<file path="config.mk">
export PLATFORM = sky130hd
export DESIGN_NAME = vga_screen_fader_flat
export DESIGN_NICKNAME = d
export VERILOG_FILES = /design/src/rtl/vga_screen_fader_if.sv /design/src/rtl/vga_screen_fader.sv /design/src/flat_wrapper.sv
export SDC_FILE = /design/constraint.sdc
export NUM_CORES = 1
export LEC_CHECK = 0
export BUFFER_PORTS_ARGS = -buffer_cell sky130_fd_sc_hd__buf_2
export CORE_ASPECT_RATIO = 1.75
export CORE_MARGIN = 4
export CORE_UTILIZATION = 40
export DETAILED_ROUTE_END_ITERATION = 16
export HOLD_SLACK_MARGIN = 0.05
export PLACE_DENSITY = 0.77
export SYNTH_ARGS = -nofsm -noshare
export SYNTH_HDL_FRONTEND = slang
export SYNTH_SLANG_ARGS = --single-unit
</file>
<file path="constraint.sdc">
create_clock -name clk -period 2.9 [get_ports clk]
set_clock_uncertainty 0.05 [all_clocks]
set_input_delay 0.435 -clock clk [delete_from_list [all_inputs] [get_ports clk]]
set_output_delay 0.435 -clock clk [all_outputs]
set_load 0.005 [all_outputs]
</file>
<file path="src/rtl/vga_screen_fader_if.sv">
`default_nettype none
// ============================================================================
//  Module   : vga_screen_fader_if
//  Purpose  : Bundle of the screen fader's per-channel VGA inputs, the
//             selected/scaled VGA output and the channel-select status.
//  Ports    : sel_req                      requested channel
//             in_hcount/in_vcount          per-channel counters (11 b each)
//             in_hsync/vsync/hblnk/vblnk   per-channel sync and blank
//             in_rgb                       per-channel pixel (RGB_W each)
//             out_*                        selected, registered VGA stream
//             active_sel, busy             fader status
//  Revision : 1.0  initial release
// ============================================================================
interface vga_screen_fader_if #(
    parameter int N_CH  = 4,
    parameter int SEL_W = $clog2(N_CH),
    parameter int RGB_W = 12
);
    logic [SEL_W-1:0]      sel_req;
    logic [N_CH*11-1:0]    in_hcount;
    logic [N_CH*11-1:0]    in_vcount;
    logic [N_CH-1:0]       in_hsync;
    logic [N_CH-1:0]       in_vsync;
    logic [N_CH-1:0]       in_hblnk;
    logic [N_CH-1:0]       in_vblnk;
    logic [N_CH*RGB_W-1:0] in_rgb;
    logic [10:0]           out_hcount;
    logic [10:0]           out_vcount;
    logic                  out_hsync;
    logic                  out_vsync;
    logic                  out_hblnk;
    logic                  out_vblnk;
    logic [RGB_W-1:0]      out_rgb;
    logic [SEL_W-1:0]      active_sel;
    logic                  busy;

    // Side that produces screen streams and consumes the faded output
    modport master (
        output sel_req, in_hcount, in_vcount, in_hsync, in_vsync,
               in_hblnk, in_vblnk, in_rgb,
        input  out_hcount, out_vcount, out_hsync, out_vsync,
               out_hblnk, out_vblnk, out_rgb, active_sel, busy
    );

    // The fader itself
    modport slave (
        input  sel_req, in_hcount, in_vcount, in_hsync, in_vsync,
               in_hblnk, in_vblnk, in_rgb,
        output out_hcount, out_vcount, out_hsync, out_vsync,
               out_hblnk, out_vblnk, out_rgb, active_sel, busy
    );
endinterface
`default_nettype wire

</file>
<file path="src/rtl/vga_screen_fader.sv">
`default_nettype none
// ============================================================================
//  Module   : vga_screen_fader
//  Purpose  : N-channel VGA stream selector. Channel changes are made only
//             at frame boundaries (rising vblank of the active channel) and
//             are wrapped in a fade-to-black / fade-in of the RGB data.
//             All outputs are registered with one clock of latency.
//  Ports    : clk, rst    clock, synchronous active-high reset
//             bus (slave) sel_req and per-channel VGA inputs in,
//                         selected VGA stream, active_sel and busy out
//  Revision : 1.0  initial release
// ============================================================================
module vga_screen_fader #(
    parameter int N_CH      = 4,
    parameter int SEL_W     = $clog2(N_CH),
    parameter int RGB_W     = 12,
    parameter int FADE_LOG2 = 2,
    parameter int RESET_SEL = 0
) (
    input  logic               clk,
    input  logic               rst,
    vga_screen_fader_if.slave  bus
);

    localparam int c_cw = RGB_W / 3;          // colour component width
    localparam int c_lw = FADE_LOG2 + 1;      // level width (0..2^FADE_LOG2)
    localparam int c_pw = c_cw + c_lw;        // full product width

    localparam logic [c_lw-1:0]  c_level_max = c_lw'(2 ** FADE_LOG2);
    localparam logic [SEL_W-1:0] c_reset_sel = SEL_W'(RESET_SEL);

    localparam logic [1:0] c_st_idle     = 2'd0;
    localparam logic [1:0] c_st_fade_out = 2'd1;
    localparam logic [1:0] c_st_fade_in  = 2'd2;

    logic [1:0]       r_state;
    logic [SEL_W-1:0] r_target;
    logic [c_lw-1:0]  r_level;
    logic [SEL_W-1:0] r_active_sel;
    logic             r_vblnk_q;

    logic [10:0]      r_out_hcount;
    logic [10:0]      r_out_vcount;
    logic             r_out_hsync;
    logic             r_out_vsync;
    logic             r_out_hblnk;
    logic             r_out_vblnk;
    logic [RGB_W-1:0] r_out_rgb;

    logic [10:0]      w_hcount;
    logic [10:0]      w_vcount;
    logic             w_hsync;
    logic             w_vsync;
    logic             w_hblnk;
    logic             w_vblnk;
    logic [RGB_W-1:0] w_rgb;
    logic [RGB_W-1:0] w_rgb_scaled;
    logic             w_fb;
    logic             w_sel_valid;

    // Channel mux driven by the currently active channel
    always_comb begin
        w_hcount = '0;
        w_vcount = '0;
        w_hsync  = 1'b0;
        w_vsync  = 1'b0;
        w_hblnk  = 1'b0;
        w_vblnk  = 1'b0;
        w_rgb    = '0;
        for (int k = 0; k < N_CH; k++) begin
            if (r_active_sel == SEL_W'(k)) begin
                w_hcount = bus.in_hcount[k*11 +: 11];
                w_vcount = bus.in_vcount[k*11 +: 11];
                w_hsync  = bus.in_hsync[k];
                w_vsync  = bus.in_vsync[k];
                w_hblnk  = bus.in_hblnk[k];
                w_vblnk  = bus.in_vblnk[k];
                w_rgb    = bus.in_rgb[k*RGB_W +: RGB_W];
            end
        end
    end

    // Extra MSB lets N_CH == 2^SEL_W compare correctly
    assign w_sel_valid = ({1'b0, bus.sel_req} < (SEL_W+1)'(N_CH));
    assign w_fb        = w_vblnk & ~r_vblnk_q;

    // Per-component brightness scaling: (c * level) >> FADE_LOG2
    for (genvar i = 0; i < 3; i++) begin : g_comp
        logic [c_pw-1:0] w_prod;
        assign w_prod = c_pw'(w_rgb[i*c_cw +: c_cw]) * c_pw'(r_level);
        assign w_rgb_scaled[i*c_cw +: c_cw] = w_prod[FADE_LOG2 +: c_cw];
    end

    always_ff @(posedge clk) begin
        if (rst) begin
            r_state      <= c_st_idle;
            r_target     <= c_reset_sel;
            r_level      <= c_level_max;
            r_active_sel <= c_reset_sel;
            r_vblnk_q    <= 1'b0;
            r_out_hcount <= '0;
            r_out_vcount <= '0;
            r_out_hsync  <= 1'b0;
            r_out_vsync  <= 1'b0;
            r_out_hblnk  <= 1'b0;
            r_out_vblnk  <= 1'b0;
            r_out_rgb    <= '0;
        end else begin
            r_vblnk_q    <= w_vblnk;
            r_out_hcount <= w_hcount;
            r_out_vcount <= w_vcount;
            r_out_hsync  <= w_hsync;
            r_out_vsync  <= w_vsync;
            r_out_hblnk  <= w_hblnk;
            r_out_vblnk  <= w_vblnk;
            r_out_rgb    <= w_rgb_scaled;

            case (r_state)
                c_st_idle: begin
                    r_level <= c_level_max;
                    // Fade-out starts at once; only the steps are frame-gated
                    if (w_sel_valid && (bus.sel_req != r_active_sel)) begin
                        r_target <= bus.sel_req;
                        r_state  <= c_st_fade_out;
                    end
                end
                c_st_fade_out: begin
                    if (w_fb) begin
                        if (w_sel_valid) begin
                            r_target <= bus.sel_req;
                        end
                        if (r_level != '0) begin
                            r_level <= r_level - c_lw'(1);
                        end else begin
                            // Swap uses the target held through the black frame
                            r_active_sel <= r_target;
                            r_state      <= c_st_fade_in;
                        end
                    end
                end
                c_st_fade_in: begin
                    if (w_fb) begin
                        r_level <= r_level + c_lw'(1);
                        if ((r_level + c_lw'(1)) == c_level_max) begin
                            r_state <= c_st_idle;
                        end
                    end
                end
                default: begin
                    r_state <= c_st_idle;
                end
            endcase
        end
    end

    assign bus.out_hcount = r_out_hcount;
    assign bus.out_vcount = r_out_vcount;
    assign bus.out_hsync  = r_out_hsync;
    assign bus.out_vsync  = r_out_vsync;
    assign bus.out_hblnk  = r_out_hblnk;
    assign bus.out_vblnk  = r_out_vblnk;
    assign bus.out_rgb    = r_out_rgb;
    assign bus.active_sel = r_active_sel;
    assign bus.busy       = (r_state != c_st_idle);

endmodule
`default_nettype wire

</file>
<file path="src/flat_wrapper.sv">
// flat-port wrapper written by rule: the top's interface ports become plain ports
module vga_screen_fader_flat 
#(
    parameter int N_CH      = 4,
    parameter int SEL_W     = $clog2(N_CH),
    parameter int RGB_W     = 12,
    parameter int FADE_LOG2 = 2,
    parameter int RESET_SEL = 0
)
  (clk, rst, bus_sel_req, bus_in_hcount, bus_in_vcount, bus_in_hsync, bus_in_vsync, bus_in_hblnk, bus_in_vblnk, bus_in_rgb, bus_out_hcount, bus_out_vcount, bus_out_hsync, bus_out_vsync, bus_out_hblnk, bus_out_vblnk, bus_out_rgb, bus_active_sel, bus_busy);
  vga_screen_fader_if #(.N_CH(N_CH), .SEL_W(SEL_W), .RGB_W(RGB_W)) bus_i ();
  input  logic clk;
  input  logic rst;
  input wire logic [$bits(bus_i.sel_req)-1:0] bus_sel_req;
  input wire logic [$bits(bus_i.in_hcount)-1:0] bus_in_hcount;
  input wire logic [$bits(bus_i.in_vcount)-1:0] bus_in_vcount;
  input wire logic [$bits(bus_i.in_hsync)-1:0] bus_in_hsync;
  input wire logic [$bits(bus_i.in_vsync)-1:0] bus_in_vsync;
  input wire logic [$bits(bus_i.in_hblnk)-1:0] bus_in_hblnk;
  input wire logic [$bits(bus_i.in_vblnk)-1:0] bus_in_vblnk;
  input wire logic [$bits(bus_i.in_rgb)-1:0] bus_in_rgb;
  output wire logic [$bits(bus_i.out_hcount)-1:0] bus_out_hcount;
  output wire logic [$bits(bus_i.out_vcount)-1:0] bus_out_vcount;
  output wire logic [$bits(bus_i.out_hsync)-1:0] bus_out_hsync;
  output wire logic [$bits(bus_i.out_vsync)-1:0] bus_out_vsync;
  output wire logic [$bits(bus_i.out_hblnk)-1:0] bus_out_hblnk;
  output wire logic [$bits(bus_i.out_vblnk)-1:0] bus_out_vblnk;
  output wire logic [$bits(bus_i.out_rgb)-1:0] bus_out_rgb;
  output wire logic [$bits(bus_i.active_sel)-1:0] bus_active_sel;
  output wire logic [$bits(bus_i.busy)-1:0] bus_busy;
  assign bus_i.sel_req = bus_sel_req;
  assign bus_i.in_hcount = bus_in_hcount;
  assign bus_i.in_vcount = bus_in_vcount;
  assign bus_i.in_hsync = bus_in_hsync;
  assign bus_i.in_vsync = bus_in_vsync;
  assign bus_i.in_hblnk = bus_in_hblnk;
  assign bus_i.in_vblnk = bus_in_vblnk;
  assign bus_i.in_rgb = bus_in_rgb;
  assign bus_out_hcount = bus_i.out_hcount;
  assign bus_out_vcount = bus_i.out_vcount;
  assign bus_out_hsync = bus_i.out_hsync;
  assign bus_out_vsync = bus_i.out_vsync;
  assign bus_out_hblnk = bus_i.out_hblnk;
  assign bus_out_vblnk = bus_i.out_vblnk;
  assign bus_out_rgb = bus_i.out_rgb;
  assign bus_active_sel = bus_i.active_sel;
  assign bus_busy = bus_i.busy;
  vga_screen_fader #(.N_CH(N_CH), .SEL_W(SEL_W), .RGB_W(RGB_W), .FADE_LOG2(FADE_LOG2), .RESET_SEL(RESET_SEL)) u_core (.clk(clk), .rst(rst), .bus(bus_i));
endmodule
</file>
# [After elaboration in Yosys (flattened, before gate mapping)]
# Cells that the tools add are included.
[word_totals] reg_bits=47 output_inout_bits=41 word_cells=83
[op_classes] n_addsub=2 n_mul=3 n_eq_ne=13 muxes=41 n_bitwise=3 reduce_logical=10
[ops] op="two-way mux 11 bit" n=8
[ops] op="two-way mux 12 bit" n=4
[ops] op="multiplier 4 x 3 -> 6 bit" n=3
[ops] op="two-way mux 1 bit" n=16
[ops] op="two-way mux 2 bit" n=7
[ops] op="!= test 2 x 1 -> 1 bit (second input constant)" n=5
[ops] op="two-way mux 3 bit" n=3
[ops] op="case mux 3 bit (3 select lines)" n=1
[ops] op="equality test 2 bit (second input constant)" n=3
[ops] op="case mux 2 bit (3 select lines)" n=1
[ops] op="AND reduction 3 bit" n=2
[ops] op="nonzero test 3 bit" n=2
[ops] op="AND reduction 5 bit" n=1
[ops] op="equality test 2 x 1 -> 1 bit (second input constant)" n=2
[ops] op="zero test 2 bit" n=2
[ops] op="case mux 2 bit (2 select lines)" n=1
[ops] op="AND reduction 4 bit" n=1
[ops] op="nonzero test 2 bit" n=2
[ops] op="adder 3 x 1 -> 3 bit (second input constant)" n=1
[ops] op="equality test 3 bit (second input constant)" n=1
[ops] op="subtractor 3 x 1 -> 3 bit (second input constant)" n=1
[ops] op="!= test 2 bit" n=1
[ops] op="!= test 2 bit (second input constant)" n=1
[ops] op="NOT 1 bit" n=2
[ops] op="bitwise AND 1 bit" n=1

# [Depth between registers and ports, before layout]
# Gate-level depths: netlist of the first run.
[logic_depth] depth_word=8 depth_mapped=11 ltp_nobuf=9

# [Worst setup path after synthesis of the first run]
# Ideal clock, no wire load.
[synth_timing] kind="register to register" startpoint="register u_core.r_active_sel[0] (netlist: u_core.bus.active_sel[0])" endpoint="register u_core.r_out_rgb[11] (netlist: u_core.bus.out_rgb[11])" setup_time_ps=72 arrival_time_ps=2879 slack_ps=-101 stages_incl_launch_ff=11 n_path_buf=2 period_less_slack_ps=3001 cell_sequence="dfxtp_1 > buf_6 > buf_2 > mux4_2 > and2_1 > fa_1 > ha_1 > a21o_1 > a21oi_1 > xnor2_1 > mux2i_1"
[synth_via] elab_chain_len=6 elab_cells_between_ends=9 cone_classes="1 x mul; 3 x eq/ne; 4 x mux; 1 x reduce/logical"
[synth_lines] element="start, declared" line_no="vga_screen_fader.sv:39" source="logic [SEL_W-1:0] r_active_sel;"
[synth_lines] element="start signal, assigned" line_no="vga_screen_fader.sv:99" source="r_active_sel <= c_reset_sel;"
[synth_lines] element="start signal, assigned" line_no="vga_screen_fader.sv:136" source="r_active_sel <= r_target;"
[synth_lines] element="zero test 2 bit" line_no="vga_screen_fader.sv:71" source="if (r_active_sel == SEL_W'(k)) begin"
[synth_lines] element="two-way mux 12 bit (3 in a row)" line_no="vga_screen_fader.sv:71"
[synth_lines] element="two-way mux 12 bit (*)" line_no="vga_screen_fader.sv:71"
[synth_lines] element="multiplier 4 x 3 -> 6 bit (*)" line_no="vga_screen_fader.sv:90" source="assign w_prod = c_pw'(w_rgb[i*c_cw +: c_cw]) * c_pw'(r_level);"
[synth_lines] element="end signal, assigned" line_no="vga_screen_fader.sv:116" source="r_out_rgb <= w_rgb_scaled;"
[synth_lines] element="end, declared" line_no="vga_screen_fader.sv:48" source="logic [RGB_W-1:0] r_out_rgb;"
# Every way passes the cells marked *; elsewhere a longest branch is shown, timed or not.
# A chain may end at the register's enable or synchronous reset.

# [Worst setup path after layout of the first run]
# Same ends and word-level chain as after synthesis.

==> results of run 1 <==
## registers in the layout, summed over array words and instances, names as in the netlist
| signal | flops |
|---|---|
| u_core.bus.out_hblnk | 1 |
| u_core.bus.active_sel | 2 |
| u_core.r_level | 3 |
| u_core.bus.out_hcount | 11 |
| u_core.r_target | 2 |
| u_core.bus.out_rgb | 12 |
| u_core.bus.out_vsync | 1 |
| u_core.bus.out_vblnk | 1 |
| u_core.bus.out_hsync | 1 |
| u_core.bus.out_vcount | 11 |
| u_core.r_state | 2 |
## how the worst max path moves through the flow
stage | depth (start not counted) | end | from
floorplan | 10 | u_core.bus.out_rgb[11] | u_core.bus.active_sel[0]
global placement | 9 | u_core.bus.out_rgb[11] | bus_in_rgb[45]
detailed placement | 9 | u_core.bus.out_rgb[7] | u_core.bus.active_sel[0]
CTS | 9 | u_core.bus.out_rgb[7] | u_core.bus.active_sel[0]
global route | 10 | u_core.bus.out_rgb[7] | u_core.bus.active_sel[0]
finish | 9 | u_core.bus.out_rgb[11] | u_core.bus.active_sel[0]
## layout by cell type (no fill, tap or decap), types with 2 or more instances in the layout
| cell type | instances |
|---|---|
| buf_2 | 196 |
| dfxtp_1 | 45 |
| and2_1 | 44 |
| mux4_2 | 37 |
| nand2_1 | 24 |
| ha_1 | 19 |
| inv_1 | 16 |
| nor2_1 | 11 |
| mux2i_1 | 9 |
| fa_1 | 8 |
| nand3_1 | 7 |
| buf_4 | 7 |
| nor2b_1 | 5 |
| clkbuf_16 | 5 |
| and3_1 | 4 |
| xor2_1 | 4 |
| xnor2_1 | 4 |
| nand2b_1 | 3 |
| a21oi_1 | 3 |
| a21o_1 | 3 |
| a21oi_2 | 3 |
| mux2_4 | 2 |
| nor3_1 | 2 |
| o21ai_1 | 2 |
| a31oi_1 | 2 |
| o211ai_1 | 2 |
| buf_6 | 2 |
## cell type report
cell class | count | area, um^2 | share of cell area
Tap cell | 90 | 113 | 0.0245
Clock inverter | 1 | 30.0 | 0.00653
Sequential cell | 47 | 946 | 0.206
Clock buffer | 6 | 129 | 0.0280
Timing Repair Buffer | 205 | 1060 | 0.230
Multi-Input combinational cell | 214 | 2260 | 0.492
Inverter | 17 | 63.8 | 0.0139
## power by group through the flow
stage | registers [mW] | clock network [mW] | logic, mW
2_1_floorplan | 0.794 | 0 | 0.521
3_3_place_gp | 0.808 | 0 | 0.758
3_5_place_dp | 0.810 | 0 | 0.788
4_1_cts | 0.796 | 0.655 | 0.792
5_1_grt | 0.809 | 0.683 | 0.887
6_report | 0.794 | 0.637 | 0.795
## kinds of logic (layout without fill, tap and decap cells)
logic type,Yosys count,count (layout),synth area share
buffers and inverters,36,229,0.0497
flip-flops,47,47,0.281
XOR/XNOR,8,8,0.0209
adder cells (fa/ha/maj),29,29,0.128
AND/OR/NAND/NOR,104,104,0.167
AO/OA/AOI/OAI,25,25,0.0691
multiplexers,48,48,0.285
## what timing repair did
item                       4_1_cts  5_1_grt
resized for setup                0        8
setup endpoints to repair        0        4
setup buffers                    0        1
hold endpoints to repair         0        0
hold buffers                     0        0
## worst max-delay path: cells and delay by family, from the launching register on
family,cells,cell delay (ns)
AOI/OAI and AO/OA,2,0.33
xor gates and xnor gates,1,0.14
adders and majority gates,2,0.81
buffers and inverters,1,0.12
DFF,1,0.37
muxes,2,0.70
and+or+nand+nor,1,0.19
## routing by layer
metal  track usage  routed length [um]  vias to the layer above  share of wire
met1         0.200                3470                     1415           0.35
met5             0                   0                        -              0
met3        0.0292                 359                       25          0.036
li1              -                   -                     1444              -
met2         0.378                5720                      100           0.58
met4        0.0933                 343                        0          0.035
## stage by stage
| step | TNS [ns] | setup WS [ns] |
|---|---|---|
| floorplan | 0 | 0.0228 |
| global placement | 0 | 0.0988 |
| detailed placement | 0 | 0.0543 |
| CTS | 0 | 0.0329 |
| global route | -0.0124 | -0.0109 |
| finish | 0 | 0.105 |
==> flow_metrics.tcl, run 1 <==
set metrics [dict create \
    outcome "finished, final reports clean" \
    die_y_um 129 \
    syn_area_per_cell_um2 11.3 \
    critical_path_required_ns 3.06 \
    viasPerCell 5.14 \
    timing.rr.end "u_core.bus.out_rgb[11]" \
    yosys_warnings 0 \
    ys_seq_elements 47 \
    critPathMaxStageDelay_ns 0.50 \
    finalHoldViolCount 0 \
    r2r-start "u_core.bus.active_sel[0]" \
    p_seq_frac 0.357 \
    ys_types 40 \
    p_total_mw 2.23 \
    path_clk_slew_ns 0.06 \
    cts_root_buffer "clkbuf_16" \
    combPwrFrac 0.357 \
    cp_slowest_cell "mux4_2" \
    synthCells 297 \
    r2r_setup_slack_ns 0.10 \
    io_buffers 196 \
    clk_latency_ns 0.28 \
    cts.sinks 47 \
    synth.most_common_cell "dfxtp_1" \
    h-tree-depth 2 \
    drtAntennaViolNets 0 \
    drt_iter0_markers 76 \
    grt_pass1_vias 3185 \
    layout_min_cycle_time_ns 2.80 \
    worstHoldEndpoint "u_core.r_target[0]" \
    row_count 43 \
    design_area_mm2 0.00460 \
    worst-slew-pin-transition_ns 0.560 \
    synth_edf_count 0 \
    ys.flop_type "dfxtp_1" \
    synth_top_area_cell "dfxtp_1" \
    via_count 2984 \
    gp_congestion 0.919 \
    relSlewSlack 0.626 \
    grt_overflow 0 \
    fin_crit_sh 0.964 \
    cts_buffers 5 \
    critPathKind "flip-flop to flip-flop" \
    grtUsageTotal 0.194 \
    ios 197 \
    fmax_ghz 0.358 \
    grt_pass1_wl_um 15200 \
    dpl-instance-area_mm2 0.00440 \
    netSwitchingFraction 0.305 \
    dr.pass1.iters 4 \
    hold_depth 3 \
    final_max_slew_viol_count 0 \
    synth_common_cells "dfxtp_1, and2_1, mux4_2, nand2_1, ha_1" \
    hold_ws_ns 0.360 \
    initial_core_util 0.415 \
    power_density_mw_per_mm2 484 \
    n_antenna_cell 0 \
    ys_seq_area_frac 0.281 \
    clockBufferDepth 2 \
    drc 0 \
    instances_no_fill 580 \
    worst_ep_arrival_time_ns 2.96 \
    netlist_area_mm2 0.00335 \
    path_cells "buf_6 -> mux4_2 -> and2_1 -> fa_1 -> ha_1 -> a21o_1 -> a21oi_2 -> xnor2_1 -> mux2i_1" \
    synth_top_area_frac 0.281 \
    dieArea_mm2 0.00996 \
    dp.final_hpwl_um 8340 \
    grt_max_degree 41 \
    syn-num-nets 482 \
    core_mm2 0.00807 \
    hp-start "bus_sel_req[0]" \
    worst_setup_path_end_kind "flip-flop" \
    area_growth_pct 37.2 \
    wl_per_cell_um 17.1 \
    grt_setup_unrepaired "yes" \
    final_util 0.570 \
    hold_path_class "primary input to flip-flop" \
    drive_gt1_frac 0.541 \
    n_fill_cell 712 \
    final_nets 675 \
    cts_tree "yes" \
    vdd_drop_max_mv 0.265 \
    drv_cap 0 \
    switchingPower_mw 0.678 \
    antenna_found_initial 0 \
    async_flop_share 0 \
    placed_cells 572 \
    die_x_um 77.2 \
    p_int_mw 1.55 \
    synthTopCellsByArea "dfxtp_1, mux4_2, and2_1" \
    wl_um 9890 \
    p_leak_nw 2.21 \
    finalSetupViolations 0 \
    rr_worst_depth 9 \
    cp-start-kind "flip-flop" \
    crit_fanout 4 \
    pwr-share-clk 0.286 \
]
Note: power is estimated with default switching activity, not from simulation.
==> inputs of run 2 (changes only) <==
==> constraint.sdc (replaced) <==
create_clock -name clk -period 2.5 [get_ports clk]
set_clock_uncertainty 0.05 [all_clocks]
set_input_delay 0.375 -clock clk [delete_from_list [all_inputs] [get_ports clk]]
set_output_delay 0.375 -clock clk [all_outputs]
set_load 0.005 [all_outputs]
==> run 2 against run 1 <==
The run now ends with negative setup slack left; combinational power grew 31%; register-to-register slack lost 0.39 ns; critical path depth grew 1; final area grew 5.4%; non-clock buffer count grew 16; global-route usage grew 1.7 points; final cell count grew 2.9%; worst hold slack lost 0.069 ns; clock power grew 9.3%; first-iteration DRC count grew 67%; worst setup slack lost 0.39 ns; die area is the same.
==> flow_metrics.tcl, run 2 (synthesis results as in run 1) <==
set metrics [dict create \
    drv_cap 0 \
    core_mm2 0.00807 \
    initial_core_util 0.415 \
    die_y_um 129 \
    grt_setup_unrepaired "yes" \
    cts_tree "yes" \
    rr_worst_depth 10 \
    finalHoldViolCount 0 \
    final_cell_mix "buf_2, dfxtp_1, mux4_2" \
    grt_overflow 0 \
    worst-slew-pin-transition_ns 0.575 \
    timing.rr.end "u_core.bus.out_rgb[7]" \
    relSlewSlack 0.616 \
    worstHoldEndpoint "u_core.r_target[1]" \
    fin_crit_sh 1.11 \
    failed_checks "negative setup slack" \
    holdBufCountCts 0 \
    vdd_drop_max_mv 0.317 \
    worst_setup_path_end_kind "flip-flop" \
    p_leak_nw 2.31 \
    postLayoutSetupSlackWorst_ns -0.280 \
    clk_latency_ns 0.29 \
    cts_root_buffer "clkbuf_16" \
    wl_per_cell_um 17.8 \
    drive_gt1_frac 0.606 \
    cp-start-kind "flip-flop" \
    dr.pass1.iters 4 \
    cts_buffers 5 \
    r2r-start "u_core.bus.active_sel[0]" \
    fmax_ghz 0.360 \
    multi_input_area_mm2 0.00236 \
    crit_fanout 4 \
    hp-start "bus_sel_req[1]" \
    n_antenna_cell 0 \
    worst_ep_arrival_time_ns 2.95 \
    final_max_slew_viol_count 0 \
    viasPerCell 5.29 \
    drt_iter0_markers 127 \
    hold_ws_ns 0.291 \
    row_count 43 \
    grt_pass1_wl_um 16500 \
    dieArea_mm2 0.00996 \
    grtUsageTotal 0.211 \
    layout_min_cycle_time_ns 2.78 \
    gp_congestion 0.889 \
    hold_path_class "primary input to flip-flop" \
    antenna_found_initial 0 \
    hold_depth 3 \
    p_total_mw 2.65 \
    drc 0 \
    path_clk_slew_ns 0.07 \
    finalSetupTns_ns -1.92 \
    clockBufferDepth 2 \
    power_density_mw_per_mm2 547 \
    instances_no_fill 597 \
    critical_path_required_ns 2.67 \
    drtAntennaViolNets 0 \
    grt_pass1_vias 3374 \
    outcome "finished with violations" \
    final_nets 691 \
    h-tree-depth 2 \
    seqCellArea_um2 946 \
    critPathKind "flip-flop to flip-flop" \
    ios 197 \
    placed_cells 583 \
    cts.sinks 47 \
    area_growth_pct 44.7 \
    die_x_um 77.2 \
    wl_um 10600 \
    final_common_cell "buf_2" \
    io_buffers 196 \
    via_count 3160 \
    r2r_setup_slack_ns -0.28 \
    largest_reg_flops 12 \
    grt_max_degree 41 \
    finalSetupViolations 9 \
    n_fill_cell 680 \
    dp.final_hpwl_um 8590 \
]
-- run 2: timing repair --
action                     CTS  global route
pin swaps                    2            13
setup buffers                2             3
gates resized for setup      7            11
setup endpoints to repair    9             9
gates cloned                 0             1
-- run 2: how the worst max path moves through the flow --
| stage | slack (ns) | depth (start not counted) | from | end |
|---|---|---|---|---|
| after floorplan | -0.28 | 10 | u_core.bus.active_sel[0] | u_core.bus.out_rgb[11] |
| after CTS | -0.23 | 9 | u_core.bus.active_sel[0] | u_core.bus.out_rgb[11] |
| after global placement | -0.23 | 9 | u_core.bus.active_sel[0] | u_core.bus.out_rgb[11] |
| after detailed placement | -0.26 | 9 | u_core.bus.active_sel[0] | u_core.bus.out_rgb[11] |
| final | -0.28 | 10 | u_core.bus.active_sel[0] | u_core.bus.out_rgb[7] |
| after global routing | -0.39 | 11 | u_core.bus.active_sel[0] | u_core.bus.out_rgb[3] |
-- run 2: power by group --
part | total (mW) | internal (mW) | switching [mW] | leakage (nW)
clock | 0.696 | 0.381 | 0.314 | 0.0723
sequential | 0.914 | 0.852 | 0.0621 | 0.391
combinational | 1.04 | 0.557 | 0.486 | 1.85
-- run 2: layout make-up --
type | count | share of cell area
clock buffers | 5 | 0.0258
repair buffers | 221 | 0.251
multi-input cells | 214 | 0.486
inverters | 17 | 0.0132
clock inverters | 3 | 0.00568
flip-flops and latches | 47 | 0.195
well taps | 90 | 0.0232
-- run 2: per-stage QoR --
| stage | setup WS, ns | util | instance area (um^2) |
|---|---|---|---|
| 2_1_floorplan | -0.280 | - | 3410 |
| 3_3_place_gp | -0.229 | 0.565 | 4560 |
| 3_5_place_dp | -0.264 | 0.565 | 4560 |
| 4_1_cts | -0.230 | 0.588 | 4740 |
| 5_1_grt | -0.388 | 0.601 | 4850 |
| 6_report | -0.280 | 0.601 | 4850 |
-- run 2: routing by layer --
metal | part of all wire | vias up | global-route usage | routed length [um]
li1 | - | 1477 | - | -
met1 | 0.36 | 1544 | 0.228 | 3840
met2 | 0.56 | 122 | 0.403 | 5910
met3 | 0.058 | 17 | 0.0341 | 616
met4 | 0.024 | 0 | 0.0849 | 257
met5 | 0 | - | 0 | 0
-- run 2: worst max-delay path: stages (launching register included) --
cell and delay, ns:
dfxtp_4 0.39, buf_4 0.12, buf_6 0.11, mux4_2 0.55
and2_4 0.19, fa_2 0.40, ha_4 0.25, a21o_1 0.18
a21oi_2 0.13, xnor2_1 0.15, mux2i_1 0.20
